File: src/rtl/level_rom_map_if.sv
// Pixel lookup bus for level_rom_map: screen coordinate and room select in,
// combinational and registered wall flags out.
interface level_rom_map_if;
    logic [9:0] DrawX;
    logic [9:0] DrawY;
    logic [2:0] room;
    logic       bg_type;
    logic       bg_type_q;

    modport master (output DrawX, DrawY, room, input bg_type, bg_type_q);
    modport slave  (input DrawX, DrawY, room, output bg_type, bg_type_q);
endinterface

File: src/rtl/level_rom_map.sv
// Tile-map ROM: classifies a screen pixel as wall (1) or floor (0) for the
// selected room, with a combinational result and a registered copy.
module level_rom_map #(
    parameter int TILE_SHIFT = 5,
    parameter int MAP_COLS   = 20,
    parameter int MAP_ROWS   = 15
) (
    input  logic         Clk,
    input  logic         Reset,
    level_rom_map_if.slave bus
);
    localparam int TW = 10 - TILE_SHIFT;

    localparam logic [TW-1:0] LAST_COL = TW'(MAP_COLS - 1);
    localparam logic [TW-1:0] LAST_ROW = TW'(MAP_ROWS - 1);
    localparam logic [TW-1:0] DOOR_L   = TW'(MAP_COLS / 2 - 1);
    localparam logic [TW-1:0] DOOR_R   = TW'(MAP_COLS / 2);
    localparam logic [TW-1:0] OBS_C0   = TW'(4);
    localparam logic [TW-1:0] OBS_C1   = TW'(MAP_COLS - 5);
    localparam logic [TW-1:0] OBS_R0   = TW'(4);
    localparam logic [TW-1:0] OBS_R1   = TW'(10);

    localparam logic [9:0] X_LIMIT = 10'(MAP_COLS << TILE_SHIFT);
    localparam logic [9:0] Y_LIMIT = 10'(MAP_ROWS << TILE_SHIFT);

    logic [9:0]    col_full;
    logic [9:0]    row_full;
    logic [TW-1:0] col;
    logic [TW-1:0] row;
    logic          off_screen;
    logic          border;
    logic          door_col;
    logic          top_door;
    logic          bottom_door;
    logic          obstacle;
    logic          wall;

    always_comb begin
        col_full    = bus.DrawX >> TILE_SHIFT;
        row_full    = bus.DrawY >> TILE_SHIFT;
        col         = col_full[TW-1:0];
        row         = row_full[TW-1:0];
        off_screen  = (bus.DrawX >= X_LIMIT) || (bus.DrawY >= Y_LIMIT);
        border      = (col == '0) || (col == LAST_COL) ||
                      (row == '0) || (row == LAST_ROW);
        door_col    = (col == DOOR_L) || (col == DOOR_R);
        top_door    = (row == '0) && door_col && (bus.room != 3'd6);
        bottom_door = (row == LAST_ROW) && door_col && (bus.room != 3'd1);
        obstacle    = 1'b0;
        wall        = 1'b0;

        case (bus.room)
            3'd2: obstacle = ((col == OBS_C0) || (col == OBS_C1)) &&
                             ((row == OBS_R0) || (row == OBS_R1));
            3'd5: obstacle = door_col && (row >= OBS_R0) && (row <= OBS_R1);
            default: obstacle = 1'b0;
        endcase

        if (off_screen) begin
            wall = 1'b1;
        end else begin
            case (bus.room)
                3'd0:    wall = 1'b0;
                3'd7:    wall = 1'b1;
                // door gaps punch through the border ring
                default: wall = (border && !(top_door || bottom_door)) || obstacle;
            endcase
        end
    end

    assign bus.bg_type = wall;

    always_ff @(posedge Clk or posedge Reset) begin
        if (Reset) begin
            bus.bg_type_q <= 1'b0;
        end else begin
            bus.bg_type_q <= wall;
        end
    end
endmodule

File: src/flat_wrapper.sv
// flat-port wrapper written by rule: the top's interface ports become plain ports
module level_rom_map_flat 
#(
    parameter int TILE_SHIFT = 5,
    parameter int MAP_COLS   = 20,
    parameter int MAP_ROWS   = 15
)
  (Clk, Reset, bus_DrawX, bus_DrawY, bus_room, bus_bg_type, bus_bg_type_q);
  level_rom_map_if bus_i ();
  input  logic Clk;
  input  logic Reset;
  input wire logic [$bits(bus_i.DrawX)-1:0] bus_DrawX;
  input wire logic [$bits(bus_i.DrawY)-1:0] bus_DrawY;
  input wire logic [$bits(bus_i.room)-1:0] bus_room;
  output wire logic [$bits(bus_i.bg_type)-1:0] bus_bg_type;
  output wire logic [$bits(bus_i.bg_type_q)-1:0] bus_bg_type_q;
  assign bus_i.DrawX = bus_DrawX;
  assign bus_i.DrawY = bus_DrawY;
  assign bus_i.room = bus_room;
  assign bus_bg_type = bus_i.bg_type;
  assign bus_bg_type_q = bus_i.bg_type_q;
  level_rom_map #(.TILE_SHIFT(TILE_SHIFT), .MAP_COLS(MAP_COLS), .MAP_ROWS(MAP_ROWS)) u_core (.Clk(Clk), .Reset(Reset), .bus(bus_i));
endmodule
File: config.mk
export PLATFORM = sky130hd
export DESIGN_NAME = level_rom_map_flat
export DESIGN_NICKNAME = d
export VERILOG_FILES = /design/src/rtl/level_rom_map_if.sv /design/src/rtl/level_rom_map.sv /design/src/flat_wrapper.sv
export SDC_FILE = /design/constraint.sdc
export NUM_CORES = 1
export LEC_CHECK = 0
export CAP_MARGIN = 30
export CORE_AREA = 10 10 47 49
export DETAILED_ROUTE_END_ITERATION = 7
export DIE_AREA = 0 0 57 59
export DONT_BUFFER_PORTS = 1
export GPL_TIMING_DRIVEN = 0
export PLACE_DENSITY = 0.45
export SYNTH_ARGS = -nofsm -noshare
export SYNTH_HDL_FRONTEND = slang
export SYNTH_SLANG_ARGS = --single-unit
File: constraint.sdc
create_clock -name Clk -period 3 [get_ports Clk]
set_input_delay 0.6 -clock Clk [delete_from_list [all_inputs] [get_ports Clk]]
set_output_delay 0.6 -clock Clk [all_outputs]
set_load 0.02 [all_outputs]
==> impl_metrics.toml, run 1 <==
[status]
outcome = "completed"

[finish]
num_antenna_cells = 0
largest-register = "u_core.bus.bg_type_q"
drive_gt1_share_pct = 11.1
largest_reg_flops = 1
multi_input_area_um2 = 243
area_growth_pct = 7.27
fillCellCount = 165
fin_area_um2 = 295
ff_latch_area_um2 = 25.0
fin_nets = 63
top_regs = "u_core.bus.bg_type_q: 1 flops"

[floorplanning]
initial_core_util_pct = 19.6
design.core.area_mm2 = 0.00140
die_y_um = 59
io-pin-count = 27
die_width_um = 57
rows = 14
die_area_mm2 = 0.00336

[logic_synthesis]
syn_area_um2 = 275
synthDistinctLibCells = 25
syn_nets = 61
syn_inst = 36
synth.most_common_cell = "nand3_1"
synth_top_area_cell = "dfrtp_1"
yosysSeqAreaShare_pct = 9.09
ys_warn_count = 0
synth_top_area_share_pct = 9.09
synthFlopType = "dfrtp_1"
ys_ff_latch = 1
synth-edff-count = 0
avgSynthCellArea_um2 = 7.65
synth.area.top_cells = "dfrtp_1 (9.1%), nor4b_4 (8.6%), nand3_1 (7.3%), a311oi_2 (5.5%), nand3b_1 (5.5%)"
ys_async_sr_fraction_pct = 100

[critical_path]
worstPathArrival_ns = 2.13
cp_num_buf_inv = 0
critPathKind = "in -> out"
crit_slowest_cell = "or4_4"
cp_cell_sequence = "or4_4 -> a311oi_2 -> o211ai_1 -> a222oi_1 -> o21ai_1"
cp-end-kind = "primary output"
slowest_delay_ns = 0.52
critPathRequiredTime_ns = 2.40
critical_path.top_delay_family = "compound AO/OA/AOI/OAI gates"
cp-start-kind = "input pin"
critPathMaxFanout = 4

[global_routing]
grt_max_degree = 9
antenna_found_initial = 0
grt_pass1_vias = 330
grt_pass1_wl_um = 1490
overflow = 0
track_usage_pct = 5.00

[drt]
dr_wl_met3_um = 107
wl_met2_um = 334
num_vias = 298
vias_per_cell = 5.73
topRoutingLayerUsed = "met3"
wl_met1_um = 398
dr.pass1.iters = 4
drc = 0
antenna_left = 0
dr.first_iter.drc_count = 7
wl_um = 840
post_drt_wl_per_cell_um = 16.2

[sta]
fin_crit_sh_pct = 91.1
worst_pin_slew_ns = 0.487
finalSetupViolCount = 0
fin_crit_ns = 2.73
tns_ns = 0
maxSlewHeadroom_pct = 67.3
drv_slew = 0
hold_viol_final = 0
rsz0062_at_grt = "no"
fmax_ghz = 0.366

[placed_design]
dpl_cell_area_um2 = 295
portBuffers = 0
place_hpwl_um = 758
gp_congestion = 0.737

[cts]
cts_hold_buf = 0
clk_pin_slew_ns = 0
postCtsSetupBuffers = 0
cts.repair.resized = 0

[power]
power_mw = 0.0349
ir_drop_mv = 0.0302
leakage_nw = 0.0829
powerDensity_mw_per_mm2 = 118

[job]
drv_cap = 0

[worst_hold_path]
hold_class = "in -> async"
-- kinds of logic after synthesis --
kind of cell,after synthesis,share of synthesized area [%]
and+or+nand+nor,21,54.1
buffers and inverters,2,2.73
AOI/OAI and AO/OA,11,30.9
xor gates and xnor gates,1,3.18
DFF,1,9.09
-- power by group --
| group | internal, mW | total [mW] | switching [mW] | leakage, nW |
|---|---|---|---|---|
| clock | 0 | 0 | 0 | 0 |
| sequential | 0.0148 | 0.0166 | 0.00176 | 0.0102 |
| combinational | 0.0101 | 0.0184 | 0.00832 | 0.0727 |
| total | 0.0248 | 0.0349 | 0.0101 | 0.0829 |
-- stage by stage --
stage | hold slack, ns | std cells | utilization (%) | worst slack, ns
floorplan | 0.329 | 36 | - | 0.413
global placement | 0.331 | 52 | 21.1 | 0.250
detailed placement | 0.332 | 52 | 21.1 | 0.252
CTS | 0.332 | 52 | 21.1 | 0.260
global route | 0.338 | 52 | 21.1 | 0.148
finish | 0.330 | 52 | 21.1 | 0.267
-- how the worst max path moves through the flow --
stage          slack [ns]    startpoint  cells past startpoint           to
3_3_place_gp         0.25  bus_DrawY[9]                      5  bus_bg_type
5_1_grt              0.15  bus_DrawY[9]                      5  bus_bg_type
6_report             0.27  bus_DrawY[9]                      5  bus_bg_type
2_1_floorplan        0.41  bus_DrawY[9]                      5  bus_bg_type
4_1_cts              0.26  bus_DrawY[9]                      5  bus_bg_type
3_5_place_dp         0.25  bus_DrawY[9]                      5  bus_bg_type
-- placed cells by master, fill, tap and decap left out, drive strengths merged --
cell type / count
a2111oi: 1
a211o: 1
a211oi: 1
a21oi: 1
a222oi: 1
a311oi: 1
and4: 1
and4b: 1
dfrtp: 1
inv: 2
nand2: 2
nand2b: 1
nand3: 4
nand3b: 2
nand4: 1
nor2: 2
nor3: 2
nor4b: 2
o211ai: 2
o21ai: 3
or3: 2
or4: 1
xnor2: 1
-- layer usage --
metal  vias to the layer above  GRT usage, %
li1                        153             -
met4                         0             0
met2                        12          7.75
met5                         -             0
met3                         0          1.50
met1                       133          6.97
-- area by class of cell --
cell class                 count  share of cell area [%]
multi-input combinational     33                    82.2
sequential                     1                    8.47
tap                           16                    6.78
inverter                       2                    2.54
Note: power is estimated with default switching activity, not from simulation.
==> run 2, diff against run 1 <==
Settings changed: ABC_CLOCK_PERIOD_IN_PS set to 3000, TNS_END_PERCENT set to 100.
==> results of run 2 <==
No change in the layout: final DEF, timing and power equal those of run 1.
==> run 3, diff against run 2 <==
Settings changed: TNS_END_PERCENT 100 to not set.
==> results of run 3 <==
No change in the layout: final DEF, timing and power equal those of run 1.
